`src/rtl/seq_decoder.sv`:
```
// seq_decoder: registered select decoder with one-hot, thermometer,
// active-low one-hot and multi-beat scan modes. Requests arrive on a
// valid/ready handshake, and results leave on a second valid/ready
// handshake through a single output register.
module seq_decoder #(
    parameter  int unsigned SEL_W = 3,
    localparam int unsigned OUT_W = 2 ** SEL_W
) (
    input  logic             clk,
    input  logic             rst,
    input  logic             in_valid,
    output logic             in_ready,
    input  logic [SEL_W-1:0] sel,
    input  logic [1:0]       mode,
    output logic             out_valid,
    input  logic             out_ready,
    output logic [OUT_W-1:0] out,
    output logic             busy
);

    typedef enum logic {
        IDLE = 1'b0,
        SCAN = 1'b1
    } state_t;

    localparam logic [1:0] M_ONEHOT   = 2'b00;
    localparam logic [1:0] M_THERM    = 2'b01;
    localparam logic [1:0] M_SCAN     = 2'b10;
    localparam logic [1:0] M_ONEHOT_N = 2'b11;

    // Highest index; a scan beat at this index is the final one.
    localparam logic [SEL_W-1:0] LAST_IDX = SEL_W'(OUT_W - 1);

    state_t             state_q, state_d;
    logic [OUT_W-1:0]   out_q, out_d;
    logic               out_valid_q, out_valid_d;
    logic [SEL_W-1:0]   idx_q, idx_d;

    logic               accept;
    logic               xfer;

    // Single bit set at position idx.
    function automatic logic [OUT_W-1:0] onehot(input logic [SEL_W-1:0] idx);
        logic [OUT_W-1:0] w;
        for (int i = 0; i < OUT_W; i++) begin
            w[i] = (i == int'(idx));
        end
        return w;
    endfunction

    // Bits [idx:0] set. Built bitwise so idx = OUT_W-1 never overflows.
    function automatic logic [OUT_W-1:0] therm(input logic [SEL_W-1:0] idx);
        logic [OUT_W-1:0] w;
        for (int i = 0; i < OUT_W; i++) begin
            w[i] = (i <= int'(idx));
        end
        return w;
    endfunction

    // Handshake qualifiers. in_ready only looks at registered state and
    // out_ready, so there is no path from sel/mode to any output.
    always_comb begin
        in_ready = (state_q == IDLE) && (!out_valid_q || out_ready);
        accept   = in_valid && in_ready;
        xfer     = out_valid_q && out_ready;
    end

    // Next-state, output word and scan index selection.
    always_comb begin
        state_d     = state_q;
        out_d       = out_q;
        out_valid_d = out_valid_q;
        idx_d       = idx_q;

        unique case (state_q)
            IDLE: begin
                if (accept) begin
                    // Acceptance implies the register is empty or draining
                    // this cycle, so it may be overwritten unconditionally.
                    out_valid_d = 1'b1;
                    unique case (mode)
                        M_ONEHOT:   out_d = onehot(sel);
                        M_THERM:    out_d = therm(sel);
                        M_ONEHOT_N: out_d = ~onehot(sel);
                        M_SCAN: begin
                            out_d = onehot(sel);
                            // A scan starting at the last index is a single
                            // beat and needs no SCAN state.
                            if (sel != LAST_IDX) begin
                                state_d = SCAN;
                                idx_d   = sel;
                            end
                        end
                        default: out_d = out_q;
                    endcase
                end else if (xfer) begin
                    out_valid_d = 1'b0;
                end
            end

            SCAN: begin
                // out_valid stays high for the whole scan; the index and
                // word only move when the current beat is consumed.
                if (xfer) begin
                    if (idx_q == LAST_IDX) begin
                        state_d     = IDLE;
                        out_valid_d = 1'b0;
                        idx_d       = '0;
                    end else begin
                        idx_d = idx_q + SEL_W'(1);
                        out_d = onehot(idx_q + SEL_W'(1));
                    end
                end
            end

            default: begin
                state_d     = IDLE;
                out_valid_d = 1'b0;
                idx_d       = '0;
            end
        endcase
    end

    // State and output registers; reset wins over any accept or transfer.
    always_ff @(posedge clk) begin
        if (rst) begin
            state_q     <= IDLE;
            out_q       <= '0;
            out_valid_q <= 1'b0;
            idx_q       <= '0;
        end else begin
            state_q     <= state_d;
            out_q       <= out_d;
            out_valid_q <= out_valid_d;
            idx_q       <= idx_d;
        end
    end

    // Registered outputs straight to the ports.
    always_comb begin
        out       = out_q;
        out_valid = out_valid_q;
        busy      = (state_q == SCAN);
    end

endmodule

```
`config.mk`:
```
export PLATFORM = sky130hd
export DESIGN_NAME = seq_decoder
export DESIGN_NICKNAME = d
export VERILOG_FILES = /design/src/rtl/seq_decoder.sv
export SDC_FILE = /design/constraint.sdc
export NUM_CORES = 1
export LEC_CHECK = 0
export CAP_MARGIN = 10
export CORE_ASPECT_RATIO = 1.1
export CORE_MARGIN = 1
export CORE_UTILIZATION = 31
export CTS_CLUSTER_DIAMETER = 40
export DETAILED_ROUTE_END_ITERATION = 6
export MAX_ROUTING_LAYER = met4
export PLACE_DENSITY = 0.66
export SYNTH_ARGS = -nofsm -noshare
export SYNTH_HDL_FRONTEND = slang
export SYNTH_SLANG_ARGS = --single-unit
```
`constraint.sdc`:
```
create_clock -name clk -period 1.7 [get_ports clk]
set_input_delay 0.34 -clock clk [delete_from_list [all_inputs] [get_ports clk]]
set_output_delay 0.34 -clock clk [all_outputs]
set_load 0.02 [all_outputs]
```
==> results.txt, run 1 <==
The count of nets left with antenna violations after detail routing came out at 0. The count of buffers added on input and output ports is 19. The final clock period utilization by the worst path came out at 96.2%. The die footprint is 3300 µm². The first-iteration detailed-routing DRC count came out at 21.

The floorplan core area came out at 2850 µm². The synthesis-to-layout area growth came out at 40.4%. The weighted congestion reported at the end of routability-driven placement is 0.922. The number of standard cells in the final layout excluding fillers is 183. The final hold violation count came out at 0. The number of antenna violations at the first check in global routing is 0. The tightest slew margin relative to the limit came out at 74.1%. The total routing resource utilization after global routing is 17.9%. The number of antenna diodes is 0. The global-route wire length before repair is 4.08 mm. Power spread over the standard cell area amounts to 628 nW/µm². Hold timing on the final database bottoms out at a slack of 0.461 ns. The clock latency at the later pin of the worst-skew pair is 0.29 ns. For this run, the top clock speed supported by timing is 0.611 GHz. The width of the chip came out at 54.9 µm.

The net count of the mapped netlist is 130. The ratio of routed vias to standard cells is 5.43. Once the clock tree was built, the setup fixing pass inserted 0 buffers. The critical path in this run is classified as in -> reg.

The post-synthesis instance total is 115. The final setup violation count came out at 0. The post-route setup TNS is 0 ns. The detailed-route wire length is 2.40 mm. No sink is reached through more buffers than the 2 on the longest clock path. The required time reported for the critical path endpoint is 1.87 ns.

The clock arrives with 0.00780 ns of skew. The leakage power total is 0.555 nW. Summing the sequential cell areas from Yosys gives 27.3% of the chip area.

The most used flip-flop cell after synthesis is sky130_fd_sc_hd__dfxtp_1. Setup repair after global routing could not meet its margin everywhere. The total iterations of the first detailed-routing run came out at 4.

For this run, asynchronously set or reset flops after synthesis account for 0%. The cell total after placement came out at 179. The tree built by TritonCTS fans out to 13 sinks. The total number of yosys warnings is 0. TritonCTS built the clock tree. The routed wirelength normalized by instance count is 13.1 µm. For this run, design rule violations remaining after detail routing come to 0. The count of pins over their slew limit came out at 0. The final HPWL from detailed placement is 1.94 mm. For this design the top-level I/O count stands at 20. The worst setup path is captured at a flip-flop. From bottom edge to top edge, the die measures 60.2 µm. The tightest min-delay check is of the reg -> reg type. The CTS H-tree depth is 1. Global routing finished with a remaining overflow of 0. The share of final-layout standard cells stronger than drive strength 1 came out at 26.7%. The type of origin of the critical path is a primary input.

Across the VDD grid, the largest voltage drop is 0.419 mV. The pin count of the biggest net entering global routing came out at 14. The post-layout minimum cycle time is 1.64 ns. The number of global-route vias before repair came to 952. The cell sitting at the root of the clock tree is a sky130_fd_sc_hd__clkbuf_4.

The peak fanout along the critical path is 6. The total of max-cap violations is 0. The run finished with clean final reports. The worst setup slack before clock tree synthesis came out at -0.230 ns. The total number of vias is 993. The number of unique standard cell types used by synthesis is 40. After layout, the design draws a total of 0.841 mW. The net count of the finished layout came out at 166. The worst-case setup margin in the final layout came out at 0.0638 ns. The number of buffers inserted during clock tree synthesis came out at 3. The summed instance area of the synthesized netlist is 953 µm². The number of enable-type register cells in the synthesized netlist is 0. The number of flip-flops and latches in the synthesized netlist is 13. The mean instance size in the synthesized netlist is 8.29 µm². The slew of the pin with the lowest slew margin is 0.379 ns. The clock input transition at the sequential cells of the worst setup and hold paths came out at 0.09 ns. The initial core utilization is 33.4%.

The arrival time at the worst endpoint is 1.81 ns. The floorplan has 20 rows.
[metrics by stage]
step,util (%),area [µm²]
finish,46.9,1340
CTS,45.7,1300
global placement,44.6,1270
global route,46.9,1340
floorplan,-,953
detailed placement,44.6,1270
[layout make-up]
cell class,instances,area (µm²)
Clock buffer,4,26.3
Fill cell,298,1510
Inverter,4,15.0
Multi-Input combinational cell,90,651
Sequential cell,13,260
Tap cell,33,41.3
Timing Repair Buffer,39,345
[flip-flops by register name, summed over array words and instances, names as in the netlist]
register,flops
out_valid,1
out,8
idx_q,3
busy,1
[placed cells by master, fill, tap and decap left out, types with 2 or more instances in the layout]
master / instances
sky130_fd_sc_hd__a21oi_1: 7
sky130_fd_sc_hd__nor2_1: 15
sky130_fd_sc_hd__a311o_1: 2
sky130_fd_sc_hd__nand4_1: 2
sky130_fd_sc_hd__clkbuf_4: 3
sky130_fd_sc_hd__nand3_1: 4
sky130_fd_sc_hd__a31oi_1: 3
sky130_fd_sc_hd__clkdlybuf4s50_1: 16
sky130_fd_sc_hd__nor3_1: 3
sky130_fd_sc_hd__a221oi_2: 2
sky130_fd_sc_hd__nand2_1: 9
sky130_fd_sc_hd__buf_4: 20
sky130_fd_sc_hd__o21ai_0: 4
sky130_fd_sc_hd__nand2b_1: 3
sky130_fd_sc_hd__inv_1: 3
sky130_fd_sc_hd__a211oi_2: 2
sky130_fd_sc_hd__ha_1: 6
sky130_fd_sc_hd__dlymetal6s2s_1: 2
sky130_fd_sc_hd__o31ai_1: 3
sky130_fd_sc_hd__a311oi_2: 3
sky130_fd_sc_hd__nor2b_1: 3
sky130_fd_sc_hd__dfxtp_1: 13
sky130_fd_sc_hd__o221a_2: 2
[layer usage]
metal  part of all wire (%)  routed length, µm  track usage, %
met1                     44               1050            20.4
met2                     51               1230            28.2
met3                    4.2                101            5.60
met4                   0.71                 17            7.33
met5                      0                  0               -
[cell usage after synthesis (2+ instances only)]
cell type	instances	area share, %
sky130_fd_sc_hd__nor2_1	15	5.9
sky130_fd_sc_hd__dfxtp_1	13	27
sky130_fd_sc_hd__nand2_1	9	3.5
sky130_fd_sc_hd__a21oi_1	7	3.7
sky130_fd_sc_hd__ha_1	6	7.9
sky130_fd_sc_hd__nand3_1	4	2.1
sky130_fd_sc_hd__nor2b_1	4	2.6
sky130_fd_sc_hd__o21ai_0	4	2.1
sky130_fd_sc_hd__a221oi_1	3	2.8
sky130_fd_sc_hd__a31oi_1	3	2.0
sky130_fd_sc_hd__buf_6	3	3.5
sky130_fd_sc_hd__inv_1	3	1.2
sky130_fd_sc_hd__nand2b_1	3	2.0
sky130_fd_sc_hd__nor3_1	3	1.6
sky130_fd_sc_hd__o31ai_1	3	2.4
sky130_fd_sc_hd__a211oi_2	2	2.6
sky130_fd_sc_hd__a311o_1	2	2.1
sky130_fd_sc_hd__a311oi_2	2	3.1
sky130_fd_sc_hd__buf_2	2	1.0
sky130_fd_sc_hd__buf_4	2	1.6
sky130_fd_sc_hd__nand4_1	2	1.3
sky130_fd_sc_hd__o221a_2	2	2.4
[power by group]
| part | total (mW) | switching [mW] | internal [mW] |
|---|---|---|---|
| clock | 0.200 | 0.109 | 0.0913 |
| combinational | 0.300 | 0.155 | 0.145 |
| sequential | 0.341 | 0.0122 | 0.328 |
[critical path, stage by stage]
cell and delay [ns]:
sky130_fd_sc_hd__clkdlybuf4s50_1 0.50, sky130_fd_sc_hd__buf_4 0.15, sky130_fd_sc_hd__nand2b_1 0.20, sky130_fd_sc_hd__nand4_1 0.25
sky130_fd_sc_hd__o31ai_1 0.28, sky130_fd_sc_hd__a31oi_1 0.07
[timing repair]
action / in CTS / in global routing
hold buffers: 0 / 0
endpoints found under the setup margin: 2 / 8
cloned: 0 / 0
pin swaps: 0 / 0
endpoints found under the hold margin: 0 / 0
gates resized for setup: 2 / 8
[final timing paths]
check                                              to  slack [ns]                   from  cells after the start
worst max-delay path            idx_q[0]$_SDFFE_PP0P_        0.06              out_ready                      6
worst min-delay path              out[7]$_SDFFE_PP0P_        0.46    out[7]$_SDFFE_PP0P_                      2
worst max register to register    out[6]$_SDFFE_PP0P_        0.09  idx_q[0]$_SDFFE_PP0P_                      6
worst min register to register    out[7]$_SDFFE_PP0P_        0.46    out[7]$_SDFFE_PP0P_                      2
[cell families (layout without fill, tap and decap cells)]
family | count (synthesis) | after routing | share of synthesized area, %
xor gates and xnor gates | 1 | 1 | 0.919
AOI/OAI and AO/OA | 37 | 37 | 31.0
muxes | 1 | 1 | 1.18
buffers and inverters | 12 | 47 | 8.13
and+or+nand+nor | 45 | 45 | 23.6
DFF | 13 | 13 | 27.3
adders and majority gates | 6 | 6 | 7.87
Power figures use the tool's default switching activity.
==> run 2, diff against run 1 <==
Settings changed: ABC_AREA set to 1, CORE_UTILIZATION 31 to 45, PLACE_DENSITY 0.66 to 0.74.
==> run 2 against run 1 <==
Critical path depth fell by 2. Fmax barely moved. First-iteration DRC count rose by 76%. Clock power rose by 2%. Clock skew fell by 0.00076 ns.
==> results.txt, run 2 <==
The end of the worst register-to-register path is out[7]$_SDFFE_PP0P_ (was out[6]$_SDFFE_PP0P_). The buffers inserted during post-CTS setup optimization came out at 0 (unchanged). The number of antenna violations at the first check in global routing came to 0 (unchanged).

The destination of the critical timing path is in_ready (was idx_q[0]$_SDFFE_PP0P_). The combinational cell fraction of total power is 47.0% (was 35.7%). The number of top-level pins was 20 (unchanged). The number of cell instances on the worst register-to-register path came out at 8 (was 6). The type of origin of the critical path is a primary input (unchanged). The power consumption is 1.11 mW (was 0.841 mW). The number of antenna diodes came out at 0 (unchanged). Cells along the critical path: clkdlybuf4s50_1 -> inv_1 -> a21oi_1 -> clkdlybuf4s15_1 (was clkdlybuf4s50_1 -> buf_4 -> nand2b_1 -> nand4_1 -> o31ai_1 -> a31oi_1). The final HPWL from detailed placement is 1.96 mm (was 1.94 mm). The most frequent standard cell in the layout excluding fill and tap cells is sky130_fd_sc_hd__nand2_1 (was sky130_fd_sc_hd__buf_4).

The largest clock skew in the final design came out at 0.00703 ns (was 0.00780 ns). The final setup violation count is 0 (unchanged). The relative contribution of sequential cells to total power is 34.6% (was 40.5%). The post-layout minimum cycle time is 1.64 ns (about the same). The clock latency at the later pin of the worst-skew pair is 0.29 ns (about the same). The most instantiated library cell after synthesis was sky130_fd_sc_hd__nand2_1 (was sky130_fd_sc_hd__nor2_1). The sequential area share after synthesis is 25.9% (was 27.3%).

The mean instance size in the synthesized netlist came out at 5.81 µm² (was 8.29 µm²). The routed wirelength normalized by instance count came out at 10.7 µm (was 13.1 µm). The weighted congestion reported at the end of routability-driven placement is 0.825 (was 0.922). The area of placed instances came out at 1300 µm² (was 1270 µm²).

The arrival time at the worst endpoint came out at 1.30 ns (was 1.81 ns). The detailed-route wire length was 2.49 mm (was 2.40 mm). The required time reported for the critical path endpoint is 1.36 ns (was 1.87 ns). The share of final-layout standard cells stronger than drive strength 1 is 11.3% (was 26.7%). The global route total overflow came to 0 (unchanged). The TritonCTS clock tree was built (unchanged). The number of cells on the critical path was 4 (was 6). The relative contribution of the clock network to total power came out at 18.4% (was 23.8%). The number of flip-flops and latches in the synthesized netlist is 13 (unchanged). The type of destination of the critical path is an output port (was flip-flop). The die footprint came out at 2430 µm² (was 3300 µm²). The clock root buffer is sky130_fd_sc_hd__clkbuf_4 (unchanged).

The floorplan core area is 2060 µm² (was 2850 µm²). Most frequent cells after synthesis: sky130_fd_sc_hd__nand2_1, sky130_fd_sc_hd__nor2_1, sky130_fd_sc_hd__nand3_1, sky130_fd_sc_hd__inv_1, sky130_fd_sc_hd__a21oi_1 (was sky130_fd_sc_hd__nor2_1, sky130_fd_sc_hd__dfxtp_1, sky130_fd_sc_hd__nand2_1, sky130_fd_sc_hd__a21oi_1, sky130_fd_sc_hd__ha_1). The number of buffers inserted during clock tree synthesis is 3 (unchanged). The worst reg-to-reg setup slack is 0.19 ns (was 0.09 ns).

The synthesis-to-layout area growth is 32.5% (was 40.4%). The clock input transition at the sequential cells of the worst setup and hold paths came to 0.08 ns (was 0.09 ns). The final clock period utilization by the worst path came out at 96.3% (was 96.2%). The cell total after placement came out at 228 (was 179). The tightest slew margin relative to the limit was 74.4% (was 74.1%). The total number of yosys warnings came out at 0 (unchanged).

The total of max-cap violations came out at 0 (unchanged). The post-synthesis instance total came to 173 (was 115). The cell row count is 17 (was 20). The area taken by flip-flops and latches came out at 260 µm² (unchanged). The net count of the finished layout is 220 (was 166).

The startpoint of the worst setup timing path is out_ready (unchanged). The slew of the pin with the lowest slew margin is 0.381 ns (was 0.379 ns). The peak fanout along the critical path came to 2 (was 6). The initial core utilization came to 48.8% (was 33.4%). The number of global-route vias before repair is 963 (was 952).

The width of the chip is 47.1 µm (was 54.9 µm). The footprint of the multi-input gates is 642 µm² (was 651 µm²). The count of nets left with antenna violations after detail routing is 0 (unchanged).

The number of buffers inserted for hold repair after clock tree synthesis came out at 0 (unchanged). Top area cells in the synthesized netlist: sky130_fd_sc_hd__dfxtp_1, sky130_fd_sc_hd__nand2_1, sky130_fd_sc_hd__nand3_1 (was sky130_fd_sc_hd__dfxtp_1, sky130_fd_sc_hd__ha_1, sky130_fd_sc_hd__nor2_1). The critical setup path kind is in -> out (was in -> reg). The proportion of register bits with asynchronous set or reset after synthesis came out at 0% (unchanged). The family with the most delay on the worst path was buffers and inverters (unchanged).

The flip-flop count of the largest register, all copies and words added is 8 (unchanged). The summed instance area of the synthesized netlist was 1010 µm² (was 953 µm²). The share of the synthesized area in the top cell type came out at 25.9% (was 27.3%). Outcome: finished, final reports clean (unchanged). The count of pins over their slew limit is 0 (unchanged).

The number of standard cells in the final layout excluding fillers was 232 (was 183). The leakage power total came to 0.670 nW (was 0.555 nW). The TritonCTS sink count came out at 13 (unchanged). The total routing resource utilization after global routing came out at 24.1% (was 17.9%).

The global-route wire length before repair came out at 4.04 mm (was 4.08 mm). The internal power of the cells came out at 0.669 mW (was 0.564 mW). The number of enable-type register cells in the synthesized netlist came out at 0 (unchanged). The number of buffer cells added on primary ports is 19 (unchanged). The count of buffer and inverter cells on the critical path is 3 (was 2). The post-route setup TNS came out at 0 ns (unchanged).

The longest individual stage delay on the worst path came to 0.47 ns (was 0.50 ns). RSZ-0062 raised after global routing: no (was yes). The pin count of the biggest net entering global routing was 14 (unchanged). The final hold violation count is 0 (unchanged). The buffer depth of the longest clock path came out at 2 (unchanged). The number of filler cells placed in the layout came out at 212 (was 298). The class of the tightest hold or removal check is reg -> reg (unchanged).

The biggest area consumer among synthesized cells is sky130_fd_sc_hd__dfxtp_1 (unchanged). The total DRC errors in the routed layout is 0 (unchanged). The number of unique standard cell types used by synthesis is 18 (was 40). Top library cells by usage in the layout, fill and taps aside: sky130_fd_sc_hd__nand2_1, sky130_fd_sc_hd__nor2_1, sky130_fd_sc_hd__nand3_1 (was sky130_fd_sc_hd__buf_4, sky130_fd_sc_hd__clkdlybuf4s50_1, sky130_fd_sc_hd__nor2_1).

The net count of the mapped netlist is 188 (was 130). The net switching power came to 0.446 mW (was 0.276 mW). The CTS H-tree depth came out at 1 (unchanged). The prevailing post-synth register cell is sky130_fd_sc_hd__dfxtp_1 (unchanged). The finished layout cell area came to 1330 µm² (was 1340 µm²). The total iterations of the first detailed-routing run is 4 (unchanged). The total number of vias is 1173 (was 993). The ratio of total power to cell area is 836 nW/µm² (was 628 nW/µm²). The switching part of the total power is 40.0% (was 32.9%).

The cell type of the slowest stage on the worst timing path is sky130_fd_sc_hd__clkdlybuf4s50_1 (unchanged). The timing-limited maximum frequency is 0.611 GHz (about the same). The worst reg2reg path startpoint was idx_q[1]$_SDFFE_PP0P_ (was idx_q[0]$_SDFFE_PP0P_).

The vertical extent of the die came out at 51.6 µm (was 60.2 µm). The ratio of routed vias to standard cells came out at 5.06 (was 5.43). The maximum ir drop on the vdd rail is 0.497 mV (was 0.419 mV). The first-iteration detailed-routing DRC count is 37 (was 21).
## run 2: area by class of cell
class | count | share of cell area (%)
flip-flops and latches | 13 | 19.5
inverters | 23 | 6.48
well taps | 28 | 2.63
repair buffers | 31 | 21.2
multi-input cells | 133 | 48.2
clock buffers | 4 | 1.97
## run 2: routing by layer
layer	vias to the layer above	wire [µm]	GRT usage [%]
li1	614	-	-
met3	5	95	4.17
met4	0	37	8.57
met1	523	1070	27.1
met2	31	1290	41.7
met5	-	0	-
## run 2: power groups by stage
stage	combinational (mW)	sequential [mW]	clock [mW]
floorplan	0.278	0.443	0
global placement	0.517	0.389	0
detailed placement	0.525	0.393	0
CTS	0.524	0.386	0.212
global route	0.591	0.391	0.226
finish	0.523	0.386	0.205
## run 2: worst reg2reg max path, cell delays in order (launching register included)
cell                      delay (ns)
sky130_fd_sc_hd__dfxtp_1        0.37
sky130_fd_sc_hd__ha_1           0.21
sky130_fd_sc_hd__ha_1           0.17
sky130_fd_sc_hd__or2_4          0.26
sky130_fd_sc_hd__nand2_4        0.12
sky130_fd_sc_hd__nand2_4        0.09
sky130_fd_sc_hd__nand2_1        0.07
sky130_fd_sc_hd__nand2_1        0.05
sky130_fd_sc_hd__nor2_1         0.10
## run 2: per-stage QoR
stage,hold WS [ns],util (%),setup WS [ns]
floorplan,0.409,-,0.309
global placement,0.473,63.2,-0.226
detailed placement,0.487,63.2,-0.244
CTS,0.507,64.4,0.0368
global route,0.521,64.6,0.0183
finish,0.503,64.6,0.0637
## run 2: worst min path at each step
stage,slack [ns],cells after the start,endpoint,start
floorplan,0.41,1,out_valid$_SDFFE_PP0P_,rst
global placement,0.47,2,idx_q[2]$_SDFFE_PP0P_,idx_q[2]$_SDFFE_PP0P_
detailed placement,0.49,2,idx_q[2]$_SDFFE_PP0P_,idx_q[2]$_SDFFE_PP0P_
CTS,0.51,2,idx_q[2]$_SDFFE_PP0P_,idx_q[2]$_SDFFE_PP0P_
global route,0.52,2,idx_q[2]$_SDFFE_PP0P_,idx_q[2]$_SDFFE_PP0P_
finish,0.50,2,idx_q[2]$_SDFFE_PP0P_,idx_q[2]$_SDFFE_PP0P_
## run 2: logic make-up (layout without fill, tap and decap cells)
group           Yosys count  count (layout)  share of synthesized area, %
simple gates            107             107                          46.3
buf+inv                  27              58                          10.3
compound gates           20              20                          10.1
flops                    13              13                          25.9
fa+ha+maj                 6               6                          7.46
## run 2: timing repair
action / CTS / global route
cloned: 0 / 0
gates resized for setup: 1 / 2
setup endpoints to repair: 1 / 2
==> run 3, diff against run 2 <==
Settings changed: PLACE_DENSITY 0.74 to unset, PLACE_DENSITY_LB_ADDON set to 0.08.
Clock period 1.7 ns to 1.3 ns, I/O delays scaled along.
==> run 3 against run 2 <==
The flow now finishes with violations (setup timing). Total power increased by 48%. Via count grew 7.6%. Combinational power up 67%. Final cell count rose by 4.7%. Critical path type is now reg -> reg. Critical endpoint is now out[6]$_SDFFE_PP0P_. Largest cell class unchanged.
==> results.txt, run 3 (same netlist as run 2, synthesis figures left out) <==
The final clock period utilization by the worst path came out at 110%. The final HPWL from detailed placement is 2.02 mm (was 1.96 mm). The width of the chip came out at 47.1 µm (unchanged). The post-layout minimum cycle time came out at 1.43 ns. The die footprint came out at 2430 µm² (unchanged). The final setup violation count was 9 (was 0). The most frequent standard cell in the layout excluding fill and tap cells was sky130_fd_sc_hd__nand2_1 (unchanged). The global-route wire length before repair is 4.67 mm (was 4.04 mm). The arrival time at the worst endpoint is 1.61 ns (was 1.30 ns). The TritonCTS sink count is 13 (unchanged). The peak fanout along the critical path came out at 5 (was 2).

The checks that failed: setup timing. The detailed-route wire length was 2.95 mm (was 2.49 mm). The number of global-route vias before repair came out at 1154 (was 963). RSZ-0062 raised after global routing: yes (was no). The TritonCTS clock tree was built (unchanged). The net count of the finished layout is 231 (was 220). The area of placed instances is 1400 µm² (was 1300 µm²). The initial core utilization is 48.8% (unchanged). The clock input transition at the sequential cells of the worst setup and hold paths came to 0.09 ns (was 0.08 ns). The worst-case setup margin in the final layout is -0.126 ns (was 0.0637 ns). The floorplan core area is 2060 µm² (unchanged).

The ratio of total power to cell area was 1030 nW/µm² (was 836 nW/µm²). The count of nets left with antenna violations after detail routing came out at 0 (unchanged). The number of antenna diodes came out at 0 (unchanged). The type of destination of the critical path is a flip-flop (was output port). The cell that appears most often on the critical path is sky130_fd_sc_hd__ha_4. The synthesis-to-layout area growth came out at 58.6% (was 32.5%). The net switching power came out at 0.718 mW (was 0.446 mW).

The clock latency at the later pin of the worst-skew pair came to 0.29 ns (about the same). The timing-limited maximum frequency is 0.701 GHz. The clock root buffer is sky130_fd_sc_hd__clkbuf_4 (unchanged).

The pin count of the biggest net entering global routing came to 13 (was 14). The buffer depth of the longest clock path is 2 (unchanged). The total DRC errors in the routed layout is 0 (unchanged). The longest individual stage delay on the worst path is 0.34 ns (was 0.47 ns). The worst setup slack before clock tree synthesis came out at -0.490 ns (was -0.244 ns). The CTS H-tree depth came out at 1 (unchanged). The relative contribution of the clock network to total power was 16.1% (was 18.4%). Cells along the critical path: ha_4 -> ha_4 -> or2_4 -> nand2_8 -> nand3_1 -> a21oi_2 -> nor2_1 (was clkdlybuf4s50_1 -> inv_1 -> a21oi_1 -> clkdlybuf4s15_1).

The flip-flop count of the largest register, all copies and words added came to 8 (unchanged). The cell type of the slowest stage on the worst timing path was sky130_fd_sc_hd__dfxtp_2 (was sky130_fd_sc_hd__clkdlybuf4s50_1). The share of the core filled with cells in the final layout came to 77.3% (was 64.6%). The global route total overflow is 0 (unchanged). The number of top-level pins came out at 20 (unchanged). The number of buffers inserted during clock tree synthesis came out at 3 (unchanged). The buffers inserted during post-CTS setup optimization was 0 (unchanged). Outcome: complete, but fails checks (was finished, final reports clean). The leakage power total came out at 0.793 nW (was 0.670 nW). The combinational cell fraction of total power came to 52.9% (was 47.0%). The vertical extent of the die was 51.6 µm (unchanged). The type of origin of the critical path is a flip-flop (was primary input). The final hold violation count came out at 0 (unchanged). The number of buffers inserted for hold repair after clock tree synthesis is 0 (unchanged).

The number of buffer cells added on primary ports is 19 (unchanged). The routed wirelength normalized by instance count is 12.1 µm (was 10.7 µm). The first-iteration detailed-routing DRC count came out at 44 (was 37). The weighted congestion reported at the end of routability-driven placement is 0.888 (was 0.825). The largest clock skew in the final design was 0.000427 ns (was 0.00703 ns).

The slew of the pin with the lowest slew margin came out at 0.217 ns (was 0.381 ns). The maximum ir drop on the vdd rail was 0.803 mV (was 0.497 mV). The switching part of the total power is 43.6% (was 40.0%).

The finished layout cell area came out at 1600 µm² (was 1330 µm²). Top library cells by usage in the layout, fill and taps aside: sky130_fd_sc_hd__nand2_1, sky130_fd_sc_hd__nor2_1, sky130_fd_sc_hd__nand3_1 (unchanged). The relative contribution of sequential cells to total power came out at 31.0% (was 34.6%).

The power consumption is 1.65 mW (was 1.11 mW). The class of the tightest hold or removal check was reg -> reg (unchanged). The tightest slew margin relative to the limit is 85.6% (was 74.4%).

The count of pins over their slew limit is 0 (unchanged). The total of max-cap violations came out at 0 (unchanged). The total routing resource utilization after global routing is 27.2% (was 24.1%). The total iterations of the first detailed-routing run is 4 (unchanged). The critical setup path kind is reg -> reg (was in -> out).

The internal power of the cells is 0.929 mW (was 0.669 mW). The ratio of routed vias to standard cells is 5.19 (was 5.06). The number of antenna violations at the first check in global routing was 0 (unchanged). The required time reported for the critical path endpoint is 1.49 ns (was 1.36 ns).

The total number of vias is 1262 (was 1173). The share of final-layout standard cells stronger than drive strength 1 is 31.2% (was 11.3%). The cell row count came out at 17 (unchanged).

The hold slack came out at 0.522 ns (was 0.503 ns).
==> run 3: final cells by class <==
type	instances	area [µm²]
Clock buffer	3	22.5
Clock inverter	1	5.00
Fill cell	158	468
Inverter	23	88.8
Multi-Input combinational cell	135	832
Sequential cell	13	265
Tap cell	28	35.0
Timing Repair Buffer	40	347
==> run 3: critical path, delay by kind of cell, from the launching register on <==
family | cells | cell delay (ns)
DFF | 1 | 0.34
and+or+nand+nor | 4 | 0.55
AOI/OAI and AO/OA | 1 | 0.14
adders and majority gates | 2 | 0.30
==> run 3: worst paths after layout <==
path	start	endpoint	slack [ns]	depth (start not counted)
worst max register to register	idx_q[0]$_SDFFE_PP0P_	out[6]$_SDFFE_PP0P_	-0.13	7
worst min register to register	out[1]$_SDFFE_PP0P_	out[1]$_SDFFE_PP0P_	0.52	4
worst min-delay path	out[1]$_SDFFE_PP0P_	out[1]$_SDFFE_PP0P_	0.52	4
worst max-delay path	idx_q[0]$_SDFFE_PP0P_	out[6]$_SDFFE_PP0P_	-0.13	7
==> run 3: per-layer routing <==
layer  wire length, µm  up-vias  share of wire, %  track usage (%)
met3                57        5               1.9             3.47
met5                 0        -                 0                -
met2              1570       23                53             47.2
li1                  -      641                 -                -
met1              1280      593                43             30.5
met4                40        0               1.4             11.0
==> run 3: stage by stage <==
stage,setup TNS (ns),std cells
floorplan,-0.0540,173
global placement,-4.64,237
detailed placement,-5.15,237
CTS,-0.724,243
global route,-1.25,243
finish,-0.762,243
==> run 3: timing repair <==
action | CTS | global route
hold endpoints to repair | 0 | 0
setup endpoints to repair | 24 | 15
cloned | 2 | 0
pin swaps | 10 | 11
gates resized for setup | 35 | 18
==> run 3: power groups by stage <==
stage	clock network [mW]	logic, mW	registers [mW]
floorplan	0	0.367	0.583
global placement	0	0.721	0.510
detailed placement	0	0.734	0.513
CTS	0.273	0.801	0.510
global route	0.284	0.952	0.521
finish	0.265	0.871	0.511
